==> src/rtl/seg7_scan_ctrl.sv <==
// Memory-mapped multiplexed 7-segment display controller with blanking gaps.
// Define SEG7_HEX_DECODE_EN to store hex nibbles and decode them to segments.
module seg7_scan_ctrl #(
    parameter int          NUM_DIGITS   = 8,
    parameter int          REFRESH_DIV  = 50000,
    parameter int          BLANK_CYCLES = 16,
    parameter logic [31:0] BASE_ADDR    = 32'h0000_7020,
    parameter logic [31:0] CTRL_ADDR    = 32'h0000_7040
) (
    input  logic                  i_clk,
    input  logic                  i_rst,
    input  logic                  i_st_en,
    input  logic [31:0]           i_lsu_addr,
    input  logic [31:0]           i_st_data,
    output logic [31:0]           o_ld_data,
    output logic                  o_ld_hit,
    output logic [6:0]            o_seg,
    output logic [NUM_DIGITS-1:0] o_dig_en,
    output logic                  o_frame
);

    localparam int IW   = $clog2(NUM_DIGITS);
    localparam int CMAX = (REFRESH_DIV > BLANK_CYCLES) ? REFRESH_DIV : BLANK_CYCLES;
    localparam int CW   = $clog2(CMAX);
    localparam logic [3:0] ND = 4'(NUM_DIGITS);
    localparam logic [NUM_DIGITS-1:0] ONE = NUM_DIGITS'(1);

    typedef enum logic [1:0] {IDLE, BLANK, SHOW} state_e;

    state_e                state_q;
    logic [IW-1:0]         idx_q;
    logic [CW-1:0]         cnt_q;
    logic                  en_q;
    logic                  wrap_q;
    logic [6:0]            seg_q;
    logic [NUM_DIGITS-1:0] dig_q;
    logic                  frame_q;

    logic [29:0]   off_w;
    logic          dig_sel;
    logic          ctrl_sel;
    logic          k_ok;
    logic [2:0]    k;
    logic [IW-1:0] k_idx;
    logic [6:0]    seg_lit;
    logic [31:0]   rd_val;

    // The digit window spans 8 word slots; slots past NUM_DIGITS hit but read 0.
    assign off_w    = i_lsu_addr[31:2] - BASE_ADDR[31:2];
    assign dig_sel  = off_w < 30'd8;
    assign k        = off_w[2:0];
    assign k_idx    = k[IW-1:0];
    assign k_ok     = dig_sel && ({1'b0, k} < ND);
    assign ctrl_sel = i_lsu_addr[31:2] == CTRL_ADDR[31:2];

`ifdef SEG7_HEX_DECODE_EN
    logic [3:0]            nib_q [NUM_DIGITS];
    logic [NUM_DIGITS-1:0] vld_q;

    function automatic logic [6:0] hex7(input logic [3:0] n);
        case (n)
            4'h0: hex7 = 7'h40;
            4'h1: hex7 = 7'h79;
            4'h2: hex7 = 7'h24;
            4'h3: hex7 = 7'h30;
            4'h4: hex7 = 7'h19;
            4'h5: hex7 = 7'h12;
            4'h6: hex7 = 7'h02;
            4'h7: hex7 = 7'h78;
            4'h8: hex7 = 7'h00;
            4'h9: hex7 = 7'h10;
            4'hA: hex7 = 7'h08;
            4'hB: hex7 = 7'h03;
            4'hC: hex7 = 7'h46;
            4'hD: hex7 = 7'h21;
            4'hE: hex7 = 7'h06;
            default: hex7 = 7'h0E;
        endcase
    endfunction

    assign seg_lit = vld_q[idx_q] ? hex7(nib_q[idx_q]) : 7'h7F;
    assign rd_val  = {28'b0, nib_q[k_idx]};

    logic unused_bits;
    assign unused_bits = ^{i_lsu_addr[1:0], i_st_data[31:4]};
`else
    logic [6:0] pat_q [NUM_DIGITS];

    assign seg_lit = pat_q[idx_q];
    assign rd_val  = {25'b0, pat_q[k_idx]};

    logic unused_bits;
    assign unused_bits = ^{i_lsu_addr[1:0], i_st_data[31:7]};
`endif

    always_comb begin
        o_ld_data = '0;
        o_ld_hit  = dig_sel | ctrl_sel;
        if (ctrl_sel) begin
            o_ld_data = {31'b0, en_q};
        end else if (k_ok) begin
            o_ld_data = rd_val;
        end
    end

    always_ff @(posedge i_clk) begin
        if (i_rst) begin
            for (int i = 0; i < NUM_DIGITS; i++) begin
`ifdef SEG7_HEX_DECODE_EN
                nib_q[i] <= 4'h0;
`else
                pat_q[i] <= 7'h7F;
`endif
            end
`ifdef SEG7_HEX_DECODE_EN
            vld_q   <= '0;
`endif
            en_q    <= 1'b0;
            state_q <= IDLE;
            idx_q   <= '0;
            cnt_q   <= '0;
            wrap_q  <= 1'b0;
            seg_q   <= 7'h7F;
            dig_q   <= '1;
            frame_q <= 1'b0;
        end else begin
            if (i_st_en && k_ok) begin
`ifdef SEG7_HEX_DECODE_EN
                nib_q[k_idx] <= i_st_data[3:0];
                vld_q[k_idx] <= 1'b1;
`else
                pat_q[k_idx] <= i_st_data[6:0];
`endif
            end
            if (i_st_en && ctrl_sel) begin
                en_q <= i_st_data[0];
            end

            // Outputs follow the state one cycle late.
            seg_q   <= (state_q == SHOW) ? seg_lit : 7'h7F;
            dig_q   <= (state_q == SHOW) ? ~(ONE << idx_q) : '1;
            frame_q <= wrap_q;
            wrap_q  <= 1'b0;

            if (!en_q) begin
                state_q <= IDLE;
                idx_q   <= '0;
                cnt_q   <= '0;
            end else begin
                case (state_q)
                    IDLE: begin
                        state_q <= BLANK;
                        idx_q   <= '0;
                        cnt_q   <= '0;
                    end
                    BLANK: begin
                        if (cnt_q == CW'(BLANK_CYCLES - 1)) begin
                            state_q <= SHOW;
                            cnt_q   <= '0;
                        end else begin
                            cnt_q <= cnt_q + 1'b1;
                        end
                    end
                    SHOW: begin
                        if (cnt_q == CW'(REFRESH_DIV - 1)) begin
                            state_q <= BLANK;
                            cnt_q   <= '0;
                            if (idx_q == IW'(NUM_DIGITS - 1)) begin
                                idx_q  <= '0;
                                wrap_q <= 1'b1;
                            end else begin
                                idx_q <= idx_q + 1'b1;
                            end
                        end else begin
                            cnt_q <= cnt_q + 1'b1;
                        end
                    end
                    default: begin
                        state_q <= IDLE;
                        idx_q   <= '0;
                        cnt_q   <= '0;
                    end
                endcase
            end
        end
    end

    assign o_seg    = seg_q;
    assign o_dig_en = dig_q;
    assign o_frame  = frame_q;

endmodule

==> config.mk <==
export PLATFORM = sky130hd
export DESIGN_NAME = seg7_scan_ctrl
export DESIGN_NICKNAME = d
export VERILOG_FILES = /design/src/rtl/seg7_scan_ctrl.sv
export SDC_FILE = /design/constraint.sdc
export NUM_CORES = 1
export LEC_CHECK = 0
export CAP_MARGIN = 0
export CORE_ASPECT_RATIO = 1.75
export CORE_UTILIZATION = 30
export DETAILED_ROUTE_END_ITERATION = 6
export PLACE_DENSITY_LB_ADDON = 0.25
export SLEW_MARGIN = 0
export SYNTH_ARGS = -nofsm -noshare
export SYNTH_HDL_FRONTEND = slang
export SYNTH_SLANG_ARGS = --single-unit
==> constraint.sdc <==
create_clock -name i_clk -period 6.2 [get_ports i_clk]
set_input_delay 1.24 -clock i_clk [delete_from_list [all_inputs] [get_ports i_clk]]
set_output_delay 1.24 -clock i_clk [all_outputs]
set_load 0.05 [all_outputs]
==> impl_results.md, run 1 <==
- Status: finished clean
- # Post-CTS Setup Buffers: 0
- Synth top area share: 0.3280
- Endpoints failing setup: 0
- Non-filler cells, final: 792
- Simple-Gate Fraction of Synth Area: 0.2407
- Final hold viol count: 0
- Internal power: 1.055 mW
- Largest family of logic cells by synthesized area: simple AND/OR/NAND/NOR gates
- Max_slew headroom: 0.2275
- Compound-Gate Fraction of Synth Area: 0.08885
- Area contributors post-synth: edfxtp_1, dfxtp_1, nand3_1
- Die height: 174.9 um
- XOR/XNOR Fraction of Synth Area: 0.02563
- Total GRT Usage: 0.1648
- Yosys warns: 0
- Clk sinks: 95
- DRC: 0
- Post-synth ARST share: 0
- Hold Crit Start: cnt_q[0]
- Worst path slowest cell: clkdlybuf4s50_1
- Cell row count: 62
- Number of distinct library cells after synthesis: 58
- Placed cell count: 776
- Pwr Density: 226.6 nW/um^2
- Via-per-instance ratio: 5.198
- Worst EP arrival: 4260 ps
- Setup Skew: 9.037 ps
- TNS Setup: 0 ps
- Placed cell areas: 5947 um^2
- Starting density of the core: 0.3102
- Initial antenna violation count: 0
- CTS tree: yes
- P_sw: 0.3629 mW
- Synth Area in Adders: 0.02929
- Buffers on Ports: 63
- Largest net degree at the start of global routing: 30
- Worst EP required: 4960 ps
- Max VDD drop: 0.0001221 V
- DR iter-0 viols: 230
- Routed wire length: 14210 um
- Fill count: 1634
- Critical path class: in -> out
- Hold Buf Count CTS: 0
- CP Cell Sequence: clkdlybuf4s50_1, inv_1, ha_1, nor2b_1, a21oi_1, mux2i_1, o32ai_1, buf_4, and4_1, a21boi_0, buf_12
- Fmax: 181.9 MHz
- Worst Hold Class: reg -> reg
- Avg Cell Area, Syn: 10.09 um^2
- Reg2reg setup slack: 3800 ps
- Max Root-Sink Buffers: 2
- Crit Path Max Fanout: 10
- Share of layout cells above drive strength 1: 0.1004
- First-pass GRT wire length: 21620 um
- Root Driver: clkbuf_16
- Register area share after synthesis: 0.4804
- Via count: 4117
- Worst-margin pin slew: 1156 ps
- IO Count: 116
- Max Slew Vio Count: 0
- CP Capture Type: output port
- Number of inserted diodes: 0
- Post-route clock period utilization: 0.8868
- Worst skew pair latency: 350 ps
- Core area: 16520 um^2
- Number of flops mapped to enable cells by yosys: 56
- Max incr delay on CP: 550 ps
- Logic pwr share: 0.100
- Lkg Pwr: 2.083 nW
- DP Worst Slack: 685.2 ps
- Switching share of power: 0.2559
- FF+latch count, synth: 95
- DP Wirelength: 10610 um
- Clock share of power: 0.408
- Grt total ovfl: 0
- DR pass1 iterations: 4
- Routed Antenna Nets: 0
- Cells after synthesis: 508
- DIE AREA: 17640 um^2
- RSZ-0062 raised after global routing: no
- Layout area overhead: 22.09%
- Die Width: 100.8 um
- Wire per inst: 17.95 um
- Critical Path Start Type: input port
- H-Tree Depth: 3
- Vias in the first global route: 4016
- Post-CTS sizing: 0
- Final worst path period need: 5498 ps
- Setup crit start: i_lsu_addr[5]
- Clk pin slew, worst setup/hold paths: 70 ps
- Synth Flop Type: edfxtp_1
- Post-synth top area cell: edfxtp_1
- Power share of the sequential group: 0.492
- Min setup slack post-route: 701.9 ps
- # nets final: 642
- Synthesized area: 5126 um^2
- Mux cell area share after synthesis: 0.06346
- Reg2reg start: cnt_q[0]
- Final instance area: 6259 um^2
- Gpl congestion: 0.8872
- Inserted Clock Buffers: 9
- Max Cap Viol: 0
## logic make-up (layout without fill, tap and decap cells)
logic type / after synthesis / after routing
buffers and inverters: 64 / 100
multiplexers: 15 / 15
flip-flops: 95 / 95
XOR/XNOR: 15 / 15
AND/OR/NAND/NOR: 239 / 239
AO/OA/AOI/OAI: 67 / 67
other: 1 / 25
adder cells (fa/ha/maj): 12 / 12
## worst paths after layout
| path | to | cells after the start |
|---|---|---|
| worst max-delay path | o_ld_data[5] | 11 |
| worst min-delay path | cnt_q[0] | 1 |
| worst max register to register | cnt_q[4] | 7 |
| worst min register to register | cnt_q[0] | 1 |
## power groups by stage
| stage | registers [mW] | logic, mW | clock network, mW |
|---|---|---|---|
| 2_1_floorplan | 0.705 | 0.0986 | 0 |
| 3_3_place_gp | 0.711 | 0.140 | 0 |
| 3_5_place_dp | 0.712 | 0.141 | 0 |
| 4_1_cts | 0.698 | 0.142 | 0.586 |
| 5_1_grt | 0.699 | 0.150 | 0.609 |
| 6_report | 0.698 | 0.142 | 0.578 |
## placed cells by master, fill, tap and decap left out, types with 3 or more instances in the layout
master and count:
nor2b_1 4, nand2_1 38, clkbuf_16 9, nor2_1 50
clkdlybuf4s50_1 55, nand2b_1 3, ha_1 12, inv_8 3
and2_1 5, o21bai_1 8, xnor2_1 6, o21ai_0 4
o22ai_1 26, or3_1 4, a21oi_1 9, nor4_1 6
nand3_1 78, mux4_2 14, a22o_1 3, nand4_1 14
and3_1 9, nor3_1 5, dfxtp_1 39, or2_2 5
xor2_1 9, conb_1 25, buf_12 7, edfxtp_1 56
and4_1 3, inv_1 10, buf_4 11
## per-layer routing
| layer | GRT usage | share of wire | up-vias |
|---|---|---|---|
| li1 | - | - | 1956 |
| met1 | 0.1702 | 0.36 | 1987 |
| met2 | 0.3219 | 0.57 | 155 |
| met3 | 0.02320 | 0.050 | 19 |
| met4 | 0.06703 | 0.024 | 0 |
| met5 | 0 | 0 | - |
## final cells by class
cell class / instances / area (um^2) / share of cell area
Sequential cell: 95 / 2462 / 0.3934
Multi-Input combinational cell: 373 / 2390 / 0.3818
Timing Repair Buffer: 73 / 773.2 / 0.1236
Tap cell: 224 / 280.3 / 0.04478
Clock buffer: 9 / 225.2 / 0.03599
Clock inverter: 7 / 86.33 / 0.01379
Inverter: 11 / 41.29 / 0.006597
## state kept, by name (all words and copies together) (netlist names)
name      count
o_frame       1
cnt_q        16
o_seg         7
wrap_q        1
state_q       2
o_dig_en      8
pat_q        56
en_q          1
idx_q         3
## Yosys cell counts (all sizes together) (3+ instances only)
library cell,instances
nor2,50
or3,4
and3,9
or2,5
o21ai,5
nand2,38
and2,5
nand2b,3
nor2b,4
buf,34
o22ai,26
ha,12
xor2,9
and4,3
nor3,5
a21oi,9
nor4,8
nand3,78
xnor2,6
edfxtp,56
mux4,14
o21bai,8
a22o,3
dfxtp,39
clkbuf,19
inv,10
nand4,14
## per-stage QoR
stage                       util  hold slack, ps  power, mW
final                     0.3788           445.5      1.418
after global routing      0.3788           467.6      1.459
after CTS                 0.3788           451.5      1.426
after detailed placement  0.3599           437.2     0.8532
after global placement    0.3599           424.3     0.8507
after floorplan                -           413.2     0.8033
## critical path, delay by kind of cell
kind,cells,cell delay [ps]
muxes,1,130
buffers and inverters,4,1040
adders and majority gates,1,220
AOI/OAI and AO/OA,3,950
and+or+nand+nor,2,670
(Power assumes the default switching activity.)
==> run 2, diff against run 1 <==
--- a/config.mk
+++ b/config.mk
@@ -9,6 +9,7 @@
 export CORE_ASPECT_RATIO = 1.75
 export CORE_UTILIZATION = 30
 export DETAILED_ROUTE_END_ITERATION = 6
+export MAX_ROUTING_LAYER = met4
 export PLACE_DENSITY_LB_ADDON = 0.25
 export SLEW_MARGIN = 0
 export SYNTH_ARGS = -nofsm -noshare
==> impl_results.md, run 2 (synthesis results as in run 1) <==
- Status: finished clean
- DR iter-0 viols: 242
- CP Capture Type: output port
- Final hold viol count: 0
- Critical Path Start Type: input port
- TNS Setup: 0 ps
- Largest register FFs: 56
- Final instance area: 6275 um^2
- Vias in the first global route: 4200
- Hold Buf Count CTS: 0
- Lkg Pwr: 2.091 nW
- Hold Path Cell Cnt: 1
- Commonest non-fill, non-tap cell in the layout: nand3_1
- Reg area: 2462 um^2
- Reg2reg end: cnt_q[4]
- Via count: 4098
- Layout area overhead: 22.41%
- Commonest cells after routing, fill and taps aside: nand3_1, edfxtp_1, clkdlybuf4s50_1
- Starting density of the core: 0.3102
- Initial antenna violation count: 0
- Worst Hold Class: reg -> reg
- DP Worst Slack: 809.4 ps
- Worst-margin pin slew: 1049 ps
- Max VDD drop: 0.0001172 V
- Share of layout cells above drive strength 1: 0.1004
- # nets final: 642
- Post-route clock period utilization: 0.8582
- Setup crit start: i_lsu_addr[15]
- Number of inserted diodes: 0
- Max Cap Viol: 0
- Via-per-instance ratio: 5.174
- Die height: 174.9 um
- Clk sinks: 95
- Max Root-Sink Buffers: 2
- Grt total ovfl: 0
- # Post-CTS Setup Buffers: 0
- DRC: 0
- DIE AREA: 17640 um^2
- Final Util: 0.3798
- Root Driver: clkbuf_16
- Post-CTS sizing: 0
- Worst EP arrival: 4080 ps
- Min setup slack post-route: 879.2 ps
- Wire per inst: 18.24 um
- Reg2reg path depth: 7
- Worst EP required: 4960 ps
- Reg2reg setup slack: 3760 ps
- Area of the multi-input gates: 2390 um^2
- Crit path to: o_ld_data[5]
- CTS tree: yes
- Pwr Density: 227.7 nW/um^2
- DR pass1 iterations: 4
- Fmax: 187.9 MHz
- Gpl congestion: 0.8838
- IO Count: 116
- Reg2reg start: cnt_q[0]
- Critical path class: in -> out
- Setup Skew: 5.731 ps
- Clk pin slew, worst setup/hold paths: 70 ps
- Max_slew headroom: 0.2989
- Inserted Clock Buffers: 9
- Buffers on Ports: 63
- Die Width: 100.8 um
- Final worst path period need: 5321 ps
- Core area: 16520 um^2
- Largest net degree at the start of global routing: 33
- Worst skew pair latency: 350 ps
- Crit Path Max Fanout: 7
- DP Wirelength: 10700 um
- Routed Antenna Nets: 0
- Top reg by flops: pat_q
- Endpoints failing setup: 0
- Total GRT Usage: 0.1763
- H-Tree Depth: 3
- Fill count: 1632
- Routed wire length: 14450 um
- Placed cell areas: 5947 um^2
- Max Slew Vio Count: 0
- RSZ-0062 raised after global routing: no
- Cell row count: 62
- First-pass GRT wire length: 22470 um
[run 2: cell types whose count changed in the layout (fill, tap and decap cells not counted)]
cell	delta
inv_8	-1
clkinvlp_4	-1
clkinv_8	+2
inv_6	+1
inv_4	-1
[run 2: how the worst min path moves through the flow]
stage | from | endpoint | slack, ps
2_1_floorplan | cnt_q[0] | cnt_q[0] | 410
6_report | cnt_q[0] | cnt_q[0] | 440
5_1_grt | cnt_q[0] | cnt_q[0] | 460
3_5_place_dp | cnt_q[0] | cnt_q[0] | 440
3_3_place_gp | wrap_q | o_frame | 420
4_1_cts | cnt_q[0] | cnt_q[0] | 450
[run 2: cell type report]
type,instances,share of cell area
sequential,95,0.3924
timing repair buffer,73,0.1232
tap,224,0.04467
inverter,11,0.006580
clock inverter,7,0.01635
clock buffer,9,0.03589
multi-input combinational,373,0.3809
[run 2: stage by stage]
| stage | std cells | power, mW | hold WS (ps) |
|---|---|---|---|
| after floorplan | 532 | 0.8033 | 413.2 |
| after global routing | 792 | 1.470 | 461.8 |
| after global placement | 776 | 0.8512 | 423.3 |
| final | 792 | 1.429 | 443.7 |
| after detailed placement | 776 | 0.8534 | 435.7 |
| after CTS | 792 | 1.437 | 448.0 |
[run 2: report_power, final]
group          switching, mW  internal [mW]
Sequential            0.0129          0.685
Clock                  0.261          0.327
Combinational         0.0941         0.0480
[run 2: critical path, cell delays in order]
cell	delay, ps
clkdlybuf4s50_1	490
or3_1	480
a2111oi_0	520
o22ai_1	150
nor4_2	210
and4_1	370
a21boi_0	430
buf_12	200
[run 2: routing by layer]
layer / vias up / part of all wire / global-route usage
li1: 1959 / - / -
met1: 1958 / 0.35 / 0.1763
met2: 153 / 0.56 / 0.3276
met3: 28 / 0.053 / 0.02520
met4: 0 / 0.035 / 0.08394
met5: - / 0 / -
